--- src/rtl/sb_msg_arbiter_pkg.sv ---
// ---------------------------------------------------------------------------
// sb_msg_arbiter_pkg: shared states, requester ids and idle message. Rev 1.0
// ---------------------------------------------------------------------------
`default_nettype none

package sb_msg_arbiter_pkg;

  localparam logic [2:0] ST_IDLE    = 3'd0;
  localparam logic [2:0] ST_ISSUE   = 3'd1;
  localparam logic [2:0] ST_WAIT_HI = 3'd2;
  localparam logic [2:0] ST_WAIT_LO = 3'd3;
  localparam logic [2:0] ST_DONE    = 3'd4;

  typedef enum logic [2:0] {
    S_IDLE    = ST_IDLE,
    S_ISSUE   = ST_ISSUE,
    S_WAIT_HI = ST_WAIT_HI,
    S_WAIT_LO = ST_WAIT_LO,
    S_DONE    = ST_DONE
  } state_t;

  localparam logic REQ_TX = 1'b0;
  localparam logic REQ_RX = 1'b1;

  localparam logic [3:0] MSG_IDLE = 4'b0000;

endpackage

`default_nettype wire

--- src/rtl/sb_req_latch.sv ---
// ---------------------------------------------------------------------------
// sb_req_latch: one-deep pending flag plus message register per requester. Rev 1.0
// ---------------------------------------------------------------------------
`default_nettype none

module sb_req_latch
  import sb_msg_arbiter_pkg::*;
(
  input  logic       clk,
  input  logic       rst_n,
  input  logic       en,
  input  logic       valid,
  input  logic [3:0] msg_in,
  input  logic       clear,
  output logic       pending,
  output logic [3:0] msg
);

  // A strobe landing on the clearing cycle is accepted: the new message wins.
  logic capture;
  assign capture = valid && (!pending || clear);

  always_ff @(posedge clk or negedge rst_n) begin
    if (!rst_n) begin
      pending <= 1'b0;
      msg     <= MSG_IDLE;
    end else if (!en) begin
      pending <= 1'b0;
      msg     <= MSG_IDLE;
    end else if (capture) begin
      pending <= 1'b1;
      msg     <= msg_in;
    end else if (clear) begin
      pending <= 1'b0;
    end
  end

endmodule

`default_nettype wire

--- src/rtl/sb_msg_arbiter.sv ---
// ---------------------------------------------------------------------------
// sb_msg_arbiter: round-robin TX/RX sharing of the sideband message channel. Rev 1.0
// ---------------------------------------------------------------------------
`default_nettype none

module sb_msg_arbiter
  import sb_msg_arbiter_pkg::*;
#(
  parameter int TIMEOUT_CYCLES = 8000,
  parameter int CNT_W          = $clog2(TIMEOUT_CYCLES + 1)
) (
  input  logic       clk,
  input  logic       rst_n,
  input  logic       i_en,
  input  logic       i_tx_valid,
  input  logic [3:0] i_tx_message,
  input  logic       i_rx_valid,
  input  logic [3:0] i_rx_message,
  input  logic       i_busy,
  output logic       o_valid,
  output logic [3:0] o_sideband_message,
  output logic       o_tx_sent,
  output logic       o_rx_sent,
  output logic       o_tx_pending,
  output logic       o_rx_pending,
  output logic       o_timeout
);

  localparam logic [CNT_W-1:0] CNT_LAST = CNT_W'(TIMEOUT_CYCLES - 1);

  state_t           state, state_nx;
  logic             rr_ptr, rr_nx;
  logic             grant, grant_nx;
  logic [CNT_W-1:0] cnt, cnt_nx;
  logic             timeout_nx;
  logic             busy_q;
  logic             busy_fall;
  logic             active;
  logic             clr_grant;
  logic             tx_clear, rx_clear;
  logic [3:0]       tx_msg, rx_msg;
  logic [1:0]       pend;

  assign busy_fall = busy_q && !i_busy;
  assign pend      = {o_rx_pending, o_tx_pending};

  sb_req_latch u_tx_latch (
    .clk     (clk),
    .rst_n   (rst_n),
    .en      (i_en),
    .valid   (i_tx_valid),
    .msg_in  (i_tx_message),
    .clear   (tx_clear),
    .pending (o_tx_pending),
    .msg     (tx_msg)
  );

  sb_req_latch u_rx_latch (
    .clk     (clk),
    .rst_n   (rst_n),
    .en      (i_en),
    .valid   (i_rx_valid),
    .msg_in  (i_rx_message),
    .clear   (rx_clear),
    .pending (o_rx_pending),
    .msg     (rx_msg)
  );

  always_ff @(posedge clk or negedge rst_n) begin
    if (!rst_n) begin
      state     <= S_IDLE;
      rr_ptr    <= REQ_TX;
      grant     <= REQ_TX;
      cnt       <= '0;
      o_timeout <= 1'b0;
      busy_q    <= 1'b0;
    end else begin
      state     <= state_nx;
      rr_ptr    <= rr_nx;
      grant     <= grant_nx;
      cnt       <= cnt_nx;
      o_timeout <= timeout_nx;
      busy_q    <= i_busy;
    end
  end

  always_comb begin
    state_nx           = state;
    rr_nx              = rr_ptr;
    grant_nx           = grant;
    cnt_nx             = cnt;
    timeout_nx         = o_timeout;
    clr_grant          = 1'b0;
    active             = 1'b0;
    o_valid            = 1'b0;
    o_tx_sent          = 1'b0;
    o_rx_sent          = 1'b0;
    o_sideband_message = (grant == REQ_TX) ? tx_msg : rx_msg;
    tx_clear           = 1'b0;
    rx_clear           = 1'b0;

    case (state)
      S_IDLE: begin
        o_sideband_message = MSG_IDLE;
        cnt_nx             = '0;
        if (pend[rr_ptr]) begin
          grant_nx = rr_ptr;
          state_nx = S_ISSUE;
        end else if (pend[!rr_ptr]) begin
          grant_nx = !rr_ptr;
          state_nx = S_ISSUE;
        end
      end
      S_ISSUE: begin
        active   = 1'b1;
        o_valid  = 1'b1;
        cnt_nx   = cnt + CNT_W'(1);
        state_nx = S_WAIT_HI;
      end
      S_WAIT_HI: begin
        active = 1'b1;
        cnt_nx = cnt + CNT_W'(1);
        if (i_busy) state_nx = S_WAIT_LO;
      end
      S_WAIT_LO: begin
        active = 1'b1;
        cnt_nx = cnt + CNT_W'(1);
        if (busy_fall) state_nx = S_DONE;
      end
      S_DONE: begin
        o_tx_sent = (grant == REQ_TX);
        o_rx_sent = (grant == REQ_RX);
        clr_grant = 1'b1;
        rr_nx     = !grant;
        state_nx  = S_IDLE;
      end
      default: begin
        o_sideband_message = MSG_IDLE;
        state_nx           = S_IDLE;
      end
    endcase

    // Watchdog expiry overrides any handshake progress on the same edge.
    if (active && (cnt == CNT_LAST)) begin
      timeout_nx = 1'b1;
      clr_grant  = 1'b1;
      state_nx   = S_IDLE;
    end

    if (!i_en) begin
      state_nx   = S_IDLE;
      rr_nx      = REQ_TX;
      timeout_nx = 1'b0;
      cnt_nx     = '0;
      clr_grant  = 1'b0;
    end

    tx_clear = clr_grant && (grant == REQ_TX);
    rx_clear = clr_grant && (grant == REQ_RX);
  end

endmodule

`default_nettype wire
--- config.mk ---
export PLATFORM = sky130hd
export DESIGN_NAME = sb_msg_arbiter
export DESIGN_NICKNAME = d
export VERILOG_FILES = /design/src/rtl/sb_msg_arbiter_pkg.sv /design/src/rtl/sb_req_latch.sv /design/src/rtl/sb_msg_arbiter.sv
export SDC_FILE = /design/constraint.sdc
export NUM_CORES = 1
export LEC_CHECK = 0
export BUFFER_PORTS_ARGS = -buffer_cell sky130_fd_sc_hd__buf_4
export CAP_MARGIN = 20
export CORE_ASPECT_RATIO = 0.8
export CORE_MARGIN = 2
export CORE_UTILIZATION = 58
export CTS_BUF_LIST = sky130_fd_sc_hd__clkbuf_8
export CTS_CLUSTER_DIAMETER = 100
export DETAILED_ROUTE_END_ITERATION = 12
export GPL_ROUTABILITY_DRIVEN = 1
export PLACE_DENSITY = 0.8
export SYNTH_ARGS = -nofsm -noshare
export SYNTH_HDL_FRONTEND = slang
export SYNTH_HIERARCHICAL = 1
export SYNTH_SLANG_ARGS = --single-unit
--- constraint.sdc ---
create_clock -name clk -period 5.6 [get_ports clk]
set_input_delay 0 -clock clk [delete_from_list [all_inputs] [get_ports clk]]
set_output_delay 0 -clock clk [all_outputs]
set_load 0.1 [all_outputs]
After elaboration in Yosys (flattened, before gate mapping):

Cells that the tools add are included.

* register bits: 30
* bits of input ports: 14
* logic and storage cells: 86

* $add $sub $neg: 1
* magnitude comparators: 2
* eq/ne operators: 15
* mux-type cells: 38
* bitwise operators: 1
* reductions and logical operators: 19

Operators by type and width (count)
* case mux 13 bit (2 select lines): 1
* 2-to-1 mux 4 bit: 6
* 2-to-1 mux 1 bit: 23
* 2-to-1 mux 3 bit: 6
* adder 13 x 1 -> 13 bit (second input constant): 1
* == test 13 bit (second input constant): 1
* 2-to-1 mux 13 bit: 1
* case mux 3 bit (4 select lines): 1
* != test 2 x 1 -> 1 bit (second input constant): 4
* != test 4 bit (second input constant): 2
* == test 3 x 2 -> 1 bit (second input constant): 2
* logical AND 1 bit: 6
* != test 3 x 1 -> 1 bit (second input constant): 2
* zero test 1 bit: 5
* != test 5 bit (second input constant): 1
* < comparator 1 x 2 -> 1 bit (second input constant): 2
* OR reduction 4 bit: 1
* == test 3 x 1 -> 1 bit (second input constant): 1
* == test 3 bit (second input constant): 1
* zero test 3 bit: 1
* != test 3 x 2 -> 1 bit (second input constant): 1
* AND reduction 3 bit: 1
* OR reduction 3 bit: 1
* logical OR 1 bit: 2
* other kinds (3): 3

Longest topological paths before layout:

* word-level depth: 11
* depth in mapped cells: 9

By module:

The synthesis kept the hierarchy.

Modules (own cells, without submodules)
* sb_msg_arbiter: times used 1, cells each 127, area an instance 1166.1 sq um
* sb_req_latch: times used 2, cells each 22, area an instance 235.2 sq um

Worst setup path before layout:

No wires, ideal clock.

* path type: flip-flop to output port
* from: reg state[2]
* to: out o_valid
* arrival: 2.690 ns
* required time: 5.600 ns
* slack: 2.910 ns
* cell stages (with the launch flop): 3
* cell sequence: dfrtp_1 > buf_6 > nor3b_1

* word-level cells in the longest chain between the ends: 2

RTL lines
* from (decl): RTL line sb_msg_arbiter.sv:31 `state_t state, state_nx;`
* from (signal assigned): RTL line sb_msg_arbiter.sv:78 `state <= state_nx;`
* == test 3 x 1 -> 1 bit: RTL line sb_msg_arbiter.sv:102 `case (state)`
* 2-to-1 mux 1 bit: RTL line sb_msg_arbiter.sv:102
* to (decl): RTL line sb_msg_arbiter.sv:20 `output logic o_valid,`

No other way between the ends.

Worst setup path after layout:

* from: reg state[2]
* to: reg u_rx_latch.msg[3]

* word-level cells in the longest chain between the ends: 10
* elaborated cells on any way between the ends: 14
* classes of those cells: eq/ne: 5; mux: 4; reduce/logical: 5

RTL lines
* == test 3 x 2 -> 1 bit / == test 3 x 1 -> 1 bit (equally long branches): RTL line sb_msg_arbiter.sv:102
* OR reduction 3 bit (no line)
* 2-to-1 mux 1 bit: RTL line sb_msg_arbiter.sv:102
* logical AND 1 bit: RTL line sb_msg_arbiter.sv:144 `if (active && (cnt == CNT_LAST)) begin`
* 2-to-1 mux 1 bit *: RTL line sb_msg_arbiter.sv:144
* 2-to-1 mux 1 bit *: RTL line sb_msg_arbiter.sv:150 `if (!i_en) begin`
* logical AND 1 bit *: RTL line sb_msg_arbiter.sv:159 `rx_clear = clr_grant && (grant == REQ_RX);`
* named net rx_clear: RTL line sb_msg_arbiter.sv:40 `logic tx_clear, rx_clear;`
* logical OR 1 bit *: RTL line sb_req_latch.sv:21 `assign capture = valid && (!pending || clear);`
* logical AND 1 bit *: RTL line sb_req_latch.sv:21
* != test 2 x 1 -> 1 bit (no line) *
* to (signal assigned): RTL line sb_req_latch.sv:32 `msg <= msg_in;`
* to (decl): RTL line sb_req_latch.sv:16 `output logic [3:0] msg`

Mark *: on every way through the listed nets, which the timed path passes. The rest lies on a longest branch.
A chain may end at the register's enable or synchronous reset.

==> flow_summary.json <==
{
  "status": "completed",
  "drt_first_pass_iters": 4,
  "drtIter0Drc": 53,
  "cts_tree": "yes",
  "nNetsFinal": 218,
  "post-route-util": 0.7339,
  "hold_path.class": "primary input to register",
  "reg2reg_from": "state[2]",
  "die-height_um": 51.51,
  "dp_hpwl_mm": 2.485,
  "crit_required_ps": 5800,
  "final_hold_viol_count": 0,
  "power_frac_seq": 0.462,
  "hold_path_depth": 3,
  "worstSetupPathType": "register to register",
  "fp.dieW_um": 63.39,
  "critPathMaxFanout": 10,
  "crit_arrival_ps": 2410,
  "globalRouteOverflowTotal": 0,
  "layout_min_cycle_time_ps": 2215,
  "vias_per_cell": 5.649,
  "grt_max_degree": 31,
  "drive_gt1_frac": 0.2206,
  "cts_max_level": 2,
  "grt_antenna_before_repair": 0,
  "fin_worst_skew_ps": 5.756,
  "num_rows": 17,
  "period_share": 0.3955,
  "slew_headroom": 0.5880,
  "syn_area_sq_um": 1637,
  "setup_violations": 0,
  "fin_ws_ps": 3385,
  "syn_to_final_growth_pct": 22.09,
  "avgSynthCellArea_sq_um": 9.571,
  "final_common_cell": "dfrtp_1",
  "ys_types": 47,
  "insertion_delay_ps": 280,
  "final_cell_mix": "30 x dfrtp_1, 27 x nand2_1, 23 x buf_4",
  "worstMarginPinSlew_ps": 615.8,
  "start_util": 0.6011,
  "rr_endpoint": "u_rx_latch/msg[3]",
  "finalPower_w": 0.0005264,
  "ys.flop_type": "dfrtp_1",
  "drv_cap": 0,
  "die-area_sq_um": 3265,
  "core_sq_um": 2723,
  "grt_pass1_vias": 1348,
  "tns_ps": 0,
  "p_sw_frac": 0.3092,
  "wirelength_mm": 3.622,
  "clk_pin_slew_worst_paths_ps": 60,
  "n_antenna_cell": 0,
  "grt_pass1_wl_mm": 6.051,
  "endpoint": "u_rx_latch/msg[3]",
  "r2r_slack_ps": 3380,
  "rsz0062_at_grt": "false",
  "num_io_pins": 24,
  "yosys_warnings": 6,
  "power_density_nw_per_um2": 263.4,
  "syn_nets": 186,
  "clk_path_buf_depth": 2,
  "port-buffer-count": 23,
  "hold-worst-slack_ps": 9.525,
  "cp-startpoint": "state[2]",
  "cts.sinks": 30,
  "power_frac_comb": 0.199,
  "p_switching_w": 0.0001628,
  "max_freq_mhz": 451.5,
  "worst-r2r-cell-count": 7,
  "ys_ff_latch": 30,
  "pre_cts_ws_ps": 3424,
  "intPower_w": 0.0003636,
  "seq_area_frac_synth": 0.4587,
  "slew_viol_final": 0,
  "async_reset_ff_frac": 1.000,
  "via_count": 1367,
  "clock-root-buffer": "clkbuf_8",
  "p_leak_nw": 0.8896,
  "fillCellCount": 210,
  "grt_usage": 0.2465,
  "vdd_drop_max_mv": 0.1825,
  "routedWlPerCell_um": 14.97,
  "cts_buffers": 5,
  "clock_power_share": 0.339,
  "drc": 0,
  "cp-end-kind": "register",
  "synth-edff-count": 0,
  "ant_nets": 0,
  "gp_congestion": 0.8316,
  "start_kind": "register",
  "syn_inst": 171
}
==> through the flow <==
stage	area [sq um]	std cells
after global placement	1807	224
after CTS	1998	242
after global routing	1998	242
after detailed placement	1807	224
final	1998	242
after floorplan	1637	171
==> critical path, cell delays in order (launching register included) <==
cell	delay [ps]
dfrtp_1	500
o21ba_4	280
nand3_1	90
or3_4	420
a21oi_1	250
nor2b_4	70
nor2b_2	270
mux2i_1	240
==> layer usage <==
| metal | up-vias | global-route usage | wire (um) |
|---|---|---|---|
| met5 | - | 0 | 0 |
| li1 | 657 | - | - |
| met4 | 0 | 0.09783 | 31 |
| met2 | 38 | 0.3895 | 1777 |
| met3 | 4 | 0.08225 | 193 |
| met1 | 668 | 0.3167 | 1619 |
==> sequential cells by signal, indices dropped and copies added, names as in the netlist <==
signal              flops
u_tx_latch/pending      1
busy_q                  1
state                   3
u_tx_latch/msg          4
o_timeout               1
cnt                    13
u_rx_latch/pending      1
u_rx_latch/msg          4
rr_ptr                  1
grant                   1
==> layout make-up <==
class                   instances  area, sq um  area share
flip-flops and latches         30        750.7      0.3757
inverters                       5        18.77    0.009393
clock buffers                   6        82.58     0.04133
clock inverters                 2        8.758    0.004383
well taps                      38        47.55     0.02379
repair buffers                 33        272.8      0.1365
multi-input cells             128        817.0      0.4089
==> cells by family after synthesis <==
kind of cell | count (synthesis) | share of synthesized area
simple gates | 79 | 0.2592
fa+ha+maj | 1 | 0.007644
xor+xnor | 3 | 0.01606
mux | 13 | 0.08028
flops | 30 | 0.4587
compound gates | 32 | 0.1361
buf+inv | 13 | 0.04205
==> worst min-delay path by stage <==
stage | endpoint | start
global route | u_tx_latch/msg[1] | i_tx_message[1]
floorplan | busy_q | rst_n
detailed placement | cnt[8] | rst_n
CTS | u_tx_latch/msg[2] | i_tx_message[2]
global placement | cnt[9] | rst_n
finish | u_tx_latch/msg[1] | i_tx_message[1]
==> power by group through the flow <==
stage	logic [W]	registers [W]	clock network (W)
after floorplan	0.0000725	0.000245	0
after global placement	0.0000956	0.000245	0
after detailed placement	0.0000981	0.000247	0
after CTS	0.000104	0.000243	0.000181
after global routing	0.000113	0.000244	0.000192
final	0.000105	0.000243	0.000179
==> synthesized netlist by cell type (2+ instances only) <==
cell       n  area, sq um
buf_6      2        22.52
nor2_1    12        45.04
nor2b_2    2        17.52
and2_1     2        12.51
nand3_1    8        40.04
or3_1      4        25.02
o21ai_0   10        50.05
and3_1     2        12.51
a22o_1     2        17.52
o221ai_1   2        17.52
o21a_1     3        22.52
nand4_1    2        12.51
clkbuf_1   2        7.510
nor2b_4    2        27.53
buf_2      2        10.01
a21oi_1    6        30.03
xor2_1     2        17.52
nor3_1     5        25.02
clkbuf_2   2        10.01
dfrtp_1   30        750.7
inv_1      5        18.77
mux2i_1   12        120.1
nand2_1   27        101.4
o41ai_1    2        17.52
==> what timing repair did <==
item | CTS | global route
endpoints found under the hold margin | 39 | 0
setup buffers | 0 | 0
hold buffers | 10 | 0
resized for setup | 0 | 0
No activity file was read; power rests on OpenSTA's default activity.
